## src/rtl/bowling_round_ctrl_pkg.sv

```systemverilog
// Shared definitions for the bowling round sequencer: state encoding (also used
// for the LED debug mapping), default target seed and the target LFSR step.
package bowling_defs;

    typedef enum logic [2:0] {
        ST_IDLE   = 3'd0,
        ST_AIM    = 3'd1,
        ST_POWER  = 3'd2,
        ST_ROLL   = 3'd3,
        ST_RESULT = 3'd4,
        ST_NEXT   = 3'd5,
        ST_OVER   = 3'd6
    } state_t;

    localparam logic [2:0] TARGET_SEED_DEF = 3'b010;

    // Maximal-length 3-bit sequence; zero is never reached from a nonzero seed.
    function automatic logic [2:0] lfsr_next(input logic [2:0] t);
        return {t[1:0], t[2] ^ t[1]};
    endfunction

endpackage

```

## src/rtl/bowling_round_ctrl_target_lfsr.sv

```systemverilog
// Per-round target pin generator: 3-bit LFSR advanced once per round.
module target_lfsr
    import bowling_defs::*;
#(
    parameter logic [2:0] SEED = TARGET_SEED_DEF
) (
    input  logic       CLOCK_50,
    input  logic       reset,
    input  logic       step,
    output logic [2:0] target
);

    always_ff @(posedge CLOCK_50 or negedge reset) begin
        if (!reset)
            target <= SEED;
        else if (step)
            target <= lfsr_next(target);
    end

endmodule

```

## src/rtl/bowling_round_ctrl.sv

```systemverilog
// Round sequencer: walks each frame through aim, power, roll, result delay and
// advance; all outputs registered, pulses high for the first cycle of a state.
module bowling_round_ctrl
    import bowling_defs::*;
#(
    parameter int         FRAMES       = 10,
    parameter int         DELAY_TICKS  = 2,
    parameter int         ROLL_TIMEOUT = 8,
    parameter logic [2:0] TARGET_SEED  = TARGET_SEED_DEF
) (
    input  logic       CLOCK_50,
    input  logic       reset,
    input  logic       tick_1s,
    input  logic       start,
    input  logic       aim_confirm,
    input  logic       power_hold,
    input  logic       pin_hit,
    input  logic       pin_miss,
    output logic       aim_en,
    output logic       power_en,
    output logic       pin_start,
    output logic       round_reset,
    output logic       game_reset,
    output logic [2:0] target,
    output logic [3:0] frame,
    output logic       last_hit,
    output logic       game_over,
    output logic [2:0] state
);

    state_t     st_q, st_d;
    logic [3:0] frame_d;
    logic [3:0] tick_cnt_q, tick_cnt_d;
    logic       seen_hold_q, seen_hold_d;
    logic       last_hit_d;
    logic       pin_start_d, game_reset_d;

    target_lfsr #(.SEED(TARGET_SEED)) u_lfsr (
        .CLOCK_50 (CLOCK_50),
        .reset    (reset),
        .step     (st_q == ST_NEXT),
        .target   (target)
    );

    always_comb begin
        st_d         = st_q;
        frame_d      = frame;
        tick_cnt_d   = tick_cnt_q;
        seen_hold_d  = seen_hold_q;
        last_hit_d   = last_hit;
        pin_start_d  = 1'b0;
        game_reset_d = 1'b0;
        case (st_q)
            ST_IDLE, ST_OVER: begin
                if (start) begin
                    st_d         = ST_AIM;
                    frame_d      = 4'd1;
                    game_reset_d = 1'b1;
                end
            end
            ST_AIM: begin
                seen_hold_d = 1'b0;
                if (aim_confirm)
                    st_d = ST_POWER;
            end
            ST_POWER: begin
                if (power_hold)
                    seen_hold_d = 1'b1;
                else if (seen_hold_q) begin
                    st_d        = ST_ROLL;
                    pin_start_d = 1'b1;
                    seen_hold_d = 1'b0;
                    tick_cnt_d  = 4'd0;
                end
            end
            ST_ROLL: begin
                if (tick_1s)
                    tick_cnt_d = tick_cnt_q + 4'd1;
                // Hit outranks miss, and any verdict outranks the timeout.
                if (pin_hit || pin_miss ||
                    (tick_1s && tick_cnt_q == 4'(ROLL_TIMEOUT - 1))) begin
                    st_d       = ST_RESULT;
                    last_hit_d = pin_hit;
                    tick_cnt_d = 4'd0;
                end
            end
            ST_RESULT: begin
                if (tick_1s) begin
                    if (tick_cnt_q == 4'(DELAY_TICKS - 1))
                        st_d = ST_NEXT;
                    else
                        tick_cnt_d = tick_cnt_q + 4'd1;
                end
            end
            ST_NEXT: begin
                if (frame == 4'(FRAMES))
                    st_d = ST_OVER;
                else begin
                    st_d    = ST_AIM;
                    frame_d = frame + 4'd1;
                end
            end
            default: st_d = ST_IDLE;
        endcase
    end

    always_ff @(posedge CLOCK_50 or negedge reset) begin
        if (!reset) begin
            st_q        <= ST_IDLE;
            frame       <= 4'd0;
            tick_cnt_q  <= 4'd0;
            seen_hold_q <= 1'b0;
            last_hit    <= 1'b0;
            aim_en      <= 1'b0;
            power_en    <= 1'b0;
            pin_start   <= 1'b0;
            round_reset <= 1'b0;
            game_reset  <= 1'b0;
            game_over   <= 1'b0;
        end else begin
            st_q        <= st_d;
            frame       <= frame_d;
            tick_cnt_q  <= tick_cnt_d;
            seen_hold_q <= seen_hold_d;
            last_hit    <= last_hit_d;
            // Level outputs follow the next state so they line up with it.
            aim_en      <= (st_d == ST_AIM);
            power_en    <= (st_d == ST_POWER);
            pin_start   <= pin_start_d;
            round_reset <= (st_d == ST_NEXT);
            game_reset  <= game_reset_d;
            game_over   <= (st_d == ST_OVER);
        end
    end

    assign state = st_q;

endmodule

```

## config.mk

```make
export PLATFORM = sky130hd
export DESIGN_NAME = bowling_round_ctrl
export DESIGN_NICKNAME = d
export VERILOG_FILES = /design/src/rtl/bowling_round_ctrl_pkg.sv /design/src/rtl/bowling_round_ctrl_target_lfsr.sv /design/src/rtl/bowling_round_ctrl.sv
export SDC_FILE = /design/constraint.sdc
export NUM_CORES = 1
export LEC_CHECK = 0
export BUFFER_PORTS_ARGS = -buffer_cell sky130_fd_sc_hd__buf_2
export CAP_MARGIN = 20
export CELL_PAD_IN_SITES_DETAIL_PLACEMENT = 1
export CELL_PAD_IN_SITES_GLOBAL_PLACEMENT = 2
export CORE_ASPECT_RATIO = 1.2
export CORE_MARGIN = 2
export CORE_UTILIZATION = 34
export CTS_BUF_LIST = sky130_fd_sc_hd__clkbuf_16
export DETAILED_ROUTE_END_ITERATION = 7
export PLACE_DENSITY = 0.79
export SYNTH_ARGS = -nofsm -noshare
export SYNTH_HDL_FRONTEND = slang
export SYNTH_SLANG_ARGS = --single-unit
```

## constraint.sdc

```tcl
create_clock -name CLOCK_50 -period 2.3 [get_ports CLOCK_50]
set_clock_uncertainty 0.2 [all_clocks]
set_input_delay 0 -clock CLOCK_50 [delete_from_list [all_inputs] [get_ports CLOCK_50]]
set_output_delay 0 -clock CLOCK_50 [all_outputs]
set_load 0.01 [all_outputs]
```

# Word-level counts from Yosys, hierarchy flattened
# Index checks and enable logic that the tools add are counted.
[classes]
add_sub_neg = 2
mul = 0
div = 0
n_lt_le_gt_ge = 0
n_eq_ne = 20
shift = 0
n_mux = 26
bitwise = 1
n_reduce_logical = 11
[op_table]
columns = ["cell", "n"]
rows = [
  ["4-bit two-way mux", 8],
  ["3-bit two-way mux", 8],
  ["3-bit one-hot mux with 6 select lines", 1],
  ["3-bit equality test (second input constant)", 5],
  ["2-bit inequality test (second input constant)", 6],
  ["4-bit one-hot mux with 3 select lines", 1],
  ["3-bit by 2-bit equality test with 1-bit output (second input constant)", 3],
  ["4-bit by 1-bit adder with 4-bit output (second input constant)", 2],
  ["4-bit one-hot mux with 2 select lines", 1],
  ["3-bit by 1-bit equality test with 1-bit output (second input constant)", 2],
  ["1-bit two-way mux", 6],
  ["6-bit AND reduction", 1],
  ["4-bit by 1-bit equality test with 1-bit output (second input constant)", 1],
  ["4-bit by 3-bit equality test with 1-bit output (second input constant)", 1],
  ["4-bit equality test (second input constant)", 1],
  ["2-bit nonzero test", 2],
  ["3-bit logical NOT", 1],
  ["3-bit inequality test (second input constant)", 1],
  ["3-bit AND reduction", 1],
  ["3-bit nonzero test", 1],
  ["1-bit logical OR", 2],
  ["1-bit one-hot mux with 2 select lines", 1],
  ["2-bit AND reduction", 1],
  ["2-bit OR reduction", 1],
  ["other kinds (2)", 2],
]
[totals]
reg_bits = 22
latch_bits = 0
ramBits = 0
mem_bits_ro = 0
in_bits = 8
out_inout_bits = 17
elab_cells = 72
memories = 0

# Depth between registers and ports, before layout
[depth]
depth_word = 6
depth_mapped = 6
ltp_nobuf = 6

# Cells and area by module
# Synthesis repeated with hierarchy kept, for this count alone.
[hier_totals]
cells_unflattened = 109
hier_area_um2 = 1136.1
[by_module_without_submodules]
columns = ["mod", "instances", "cells_per_inst", "area_each_um2", "seq_area_each_um2"]
rows = [
  ["bowling_round_ctrl", 1, 101, 1019.7, 475.5],
  ["target_lfsr", 1, 8, 116.4, 76.3],
]

# Worst setup path after synthesis
# OpenSTA, ideal clock, no wires.
[synth_timing]
path_kind = "register -> register"
start = "register frame[0]"
end = "register aim_en"
setup_ps = 120
t_arrival_ps = 1372
required_ps = 1980
slack_ps = 607
path_stages_with_launch = 7
n_path_buf = 0
synth_period_minus_slack_ps = 1693
path_cell_list = "dfrtp_1 inv_1 ha_1 nand3b_1 a32oi_4 nand4bb_4 o211a_1"
[synth_between]
elab_chain_cells = 4
[synth_lines]
columns = ["item", "line_no", "source"]
rows = [
  ["start: declaration", "bowling_round_ctrl.sv:25", "output logic [3:0] frame,"],
  ["start signal: assignment", "bowling_round_ctrl.sv:122", "frame <= frame_d;"],
  ["4-bit equality test", "bowling_round_ctrl.sv:96", "if (frame == 4'(FRAMES))"],
  ["3-bit two-way mux", "bowling_round_ctrl.sv:96", ""],
  ["3-bit one-hot mux with 6 select lines", "bowling_round_ctrl.sv:53", "case (st_q)"],
  ["via st_d[0]", "bowling_round_ctrl.sv:31", "state_t st_q, st_d;"],
  ["3-bit by 1-bit equality test with 1-bit output", "bowling_round_ctrl.sv:127", "aim_en <= (st_d == ST_AIM);"],
  ["end signal: assignment", "bowling_round_ctrl.sv:127", ""],
  ["end: declaration", "bowling_round_ctrl.sv:19", "output logic aim_en,"],
]
# The timed path passes the listed nets, and every way through them passes these cells.
# A chain may end at the register's enable or synchronous reset.

# Worst setup path after layout
[layout_timing]
start = "register st_q[1], in the netlist state[1]"
end = "register tick_cnt_q[0]"
[layout_between]
elab_chain_cells = 3
word_cells_on_any_way = 11
classes_between = "eq/ne (8); mux (1); reduce/logical (2)"
[layout_lines]
columns = ["item", "line_no", "source"]
rows = [
  ["start: declaration", "bowling_round_ctrl.sv:31", ""],
  ["start signal: assignment", "bowling_round_ctrl.sv:121", "st_q <= st_d;"],
  ["3-bit by 2-bit equality test with 1-bit output / 3-bit equality test (equally long branches)", "bowling_round_ctrl.sv:53", ""],
  ["3-bit inequality test (no line) (tied with other cells)", "-", ""],
  ["6-bit AND reduction (no line)", "-", ""],
  ["end signal: assignment", "bowling_round_ctrl.sv:123", "tick_cnt_q <= tick_cnt_d;"],
  ["end: declaration", "bowling_round_ctrl.sv:33", "logic [3:0] tick_cnt_q, tick_cnt_d;"],
]
# Several ways; a longest one is shown, not always the timed one.

==> summary.txt <==
status: finished with violations
failing checks: DRC
Crit Path Max Fanout: 16
PnR worst setup slack: 0.380 ns
Routed Antenna Nets: 0
std cell rows: 23
Setup crit start kind: flop
GPL Wtd Cong: 0.702
slew at the pin with the worst max-slew slack: 0.517 ns
Hold Crit Class: input port to flop
first-pass GRT wire length: 4910 um
Final Net Count: 162
synth unique cells: 43
RSZ-0062 raised after global routing: no
R2R Setup Slk: 0.38 ns
power density cells: 1090 nW/um2
largest net degree at the start of global routing: 23
Post-Route Setup TNS: 0 ns
die extent in x: 59.0 um
EDFF count, synth: 0
Detail Placement HPWL: 2180 um
Placed Instances: 176
P&R area growth vs syn: 22.5%
syn_nets: 130
f_max: 0.521 GHz
PortBufs: 24
endpoints failing hold: 0
Synth Register Bits: 22
routed vias: 982
fillers: 392
Worst R2R Start: state[1]$_DFF_PN0_
post-route insts no fill: 186
Total GRT Usage: 15.7%
Routed wire per std cell: 15.4 um
worst slack at placement: 0.383 ns
max_cap viols: 0
Pre-antenna DRT Iters: 5
clock slew at reported path FFs: 0.06 ns
# Post-CTS Setup Buffers: 0
count of final max-slew check failures: 0
DRC: 2
Final Util: 44.5%
Starting Density: 36.3%
cts bufs inserted: 3
clk root buf: clkbuf_16
hold slack: 0.0284 ns
Num Clock Sinks: 22
cells on worst reg2reg path: 4
Worst-Skew Late Latency: 0.25 ns
worst-case clock buffer depth: 2
vias per cell: 5.28
most common cell after layout, fill and taps aside: buf_2
post-synthesis cell count: 118
DIE HEIGHT: 70.0 um
antenna violations before repair: 0
Core ar.: 3400 um2
Yosys warning count: 0
Post-Route WL: 2870 um
CP arrival: 1.87 ns
# diodes: 0
vias in the first global route: 1046
CTS resizes: 0
type of the worst setup path: flop to flop
commonest non-fill, non-tap cells in the layout: buf_2 (24), dfrtp_1 (21), nor2_1 (11)
fraction of layout cells with a size suffix above 1: 24.8%
die area: 4130 um2
worst vdd ir: 0.000331 V
hold path cells: 5
Setup violations, final: 0
GRT overflow: 0
Most used DFF post-synth: dfrtp_1
H-tree levels: 1
Seq/Total Area, Yosys: 44.7%
crit share post-route: 83.5%
Leakage: 0.722 nW
HP Start: aim_confirm
CP Capture Type: flop
Avg Cell Area, Syn: 10.5 um2
Worst EP required: 2.25 ns
Synth Cell Area: 1230 um2
minimum clock period: 1.92 ns
Worst setup startpoint: state[1]$_DFF_PN0_
boundary pin count: 25
relative slew slack: 65.5%
CTS tree: done
initial DRC count: 40
FFs w/ async S/R, synth: 100%
[layout make-up]
| cell class | count | area [um2] | share of cell area [%] |
|---|---|---|---|
| multi-input cells | 84 | 617 | 40.8 |
| flip-flops and latches | 22 | 552 | 36.5 |
| repair buffers | 31 | 188 | 12.4 |
| clock buffers | 3 | 75.1 | 4.97 |
| well taps | 37 | 46.3 | 3.06 |
| inverters | 8 | 30.0 | 1.99 |
| clock inverters | 1 | 3.75 | 0.248 |
[power by group]
| group | internal (mW) | switching (mW) | leakage (nW) |
|---|---|---|---|
| registers | 0.496 | 0.136 | 0.286 |
| clock network | 0.232 | 0.137 | 0.0423 |
| logic | 0.303 | 0.347 | 0.393 |
[critical path, stage by stage, from the launching register on]
cell,delay (ns)
dfrtp_1,0.64
and3b_1,0.30
and3_1,0.32
nor2_1,0.10
o31ai_1,0.26
[kinds of logic after synthesis]
kind of cell	after synthesis	share of synthesized area [%]
multiplexers	2	1.62
AO/OA/AOI/OAI	30	19.8
buffers and inverters	12	5.27
flip-flops	22	44.7
AND/OR/NAND/NOR	44	21.7
adder cells (fa/ha/maj)	4	4.06
XOR/XNOR	4	2.84
[state kept, by name (all words and copies together) (netlist names)]
name           cells
power_en           1
game_reset         1
state              3
aim_en             1
tick_cnt_q         4
last_hit           1
pin_start          1
round_reset        1
game_over          1
u_lfsr.target      3
seen_hold_q        1
frame              4
[through the flow]
stage | instance area (um2) | total power, mW
floorplan | 1230 | 1.10
global placement | 1370 | 1.27
detailed placement | 1370 | 1.29
CTS | 1510 | 1.68
global route | 1510 | 1.79
finish | 1510 | 1.65
[cell usage after synthesis (2+ instances only)]
cell type | number | area [um2]
o21ai_0 | 3 | 15.0
buf_6 | 2 | 22.5
inv_1 | 8 | 30.0
nor2_1 | 11 | 41.3
xnor2_1 | 2 | 17.5
o21ai_1 | 2 | 10.0
o21bai_1 | 2 | 15.0
a21oi_1 | 8 | 40.0
and3_1 | 4 | 25.0
mux2i_1 | 2 | 20.0
and3b_1 | 2 | 17.5
nand3_1 | 2 | 10.0
ha_1 | 4 | 50.1
nand2b_1 | 2 | 12.5
xor2_1 | 2 | 17.5
a211oi_2 | 2 | 25.0
nand2_1 | 10 | 37.5
o31ai_1 | 3 | 22.5
dfrtp_1 | 21 | 526
nor3b_1 | 2 | 15.0
a2111o_1 | 2 | 22.5
[layer usage]
| metal | GRT usage, % | wire (um) | share of wire (%) | up-vias |
|---|---|---|---|---|
| met5 | 0 | 0 | 0 | - |
| met4 | 6.82 | 55 | 1.9 | 0 |
| met3 | 3.33 | 95 | 3.3 | 5 |
| met2 | 27.5 | 1550 | 54 | 16 |
| met1 | 17.7 | 1170 | 41 | 479 |
| li1 | - | - | - | 482 |
[repair_timing]
action,CTS,global route
hold buffers,6,0
endpoints found under the setup margin,0,0
hold endpoints to repair,29,0
[path summary, 6_finish.rpt]
check	to
max	tick_cnt_q[0]$_DFFE_PN0P_
min	aim_en$_DFF_PN0_
max reg2reg	tick_cnt_q[0]$_DFFE_PN0P_
min reg2reg	u_lfsr.target[1]$_DFFE_PN1P_
max in group asynchronous	u_lfsr.target[1]$_DFFE_PN1P_
min in group asynchronous	game_reset$_DFF_PN0_
No activity file was read; power rests on OpenSTA's default activity.
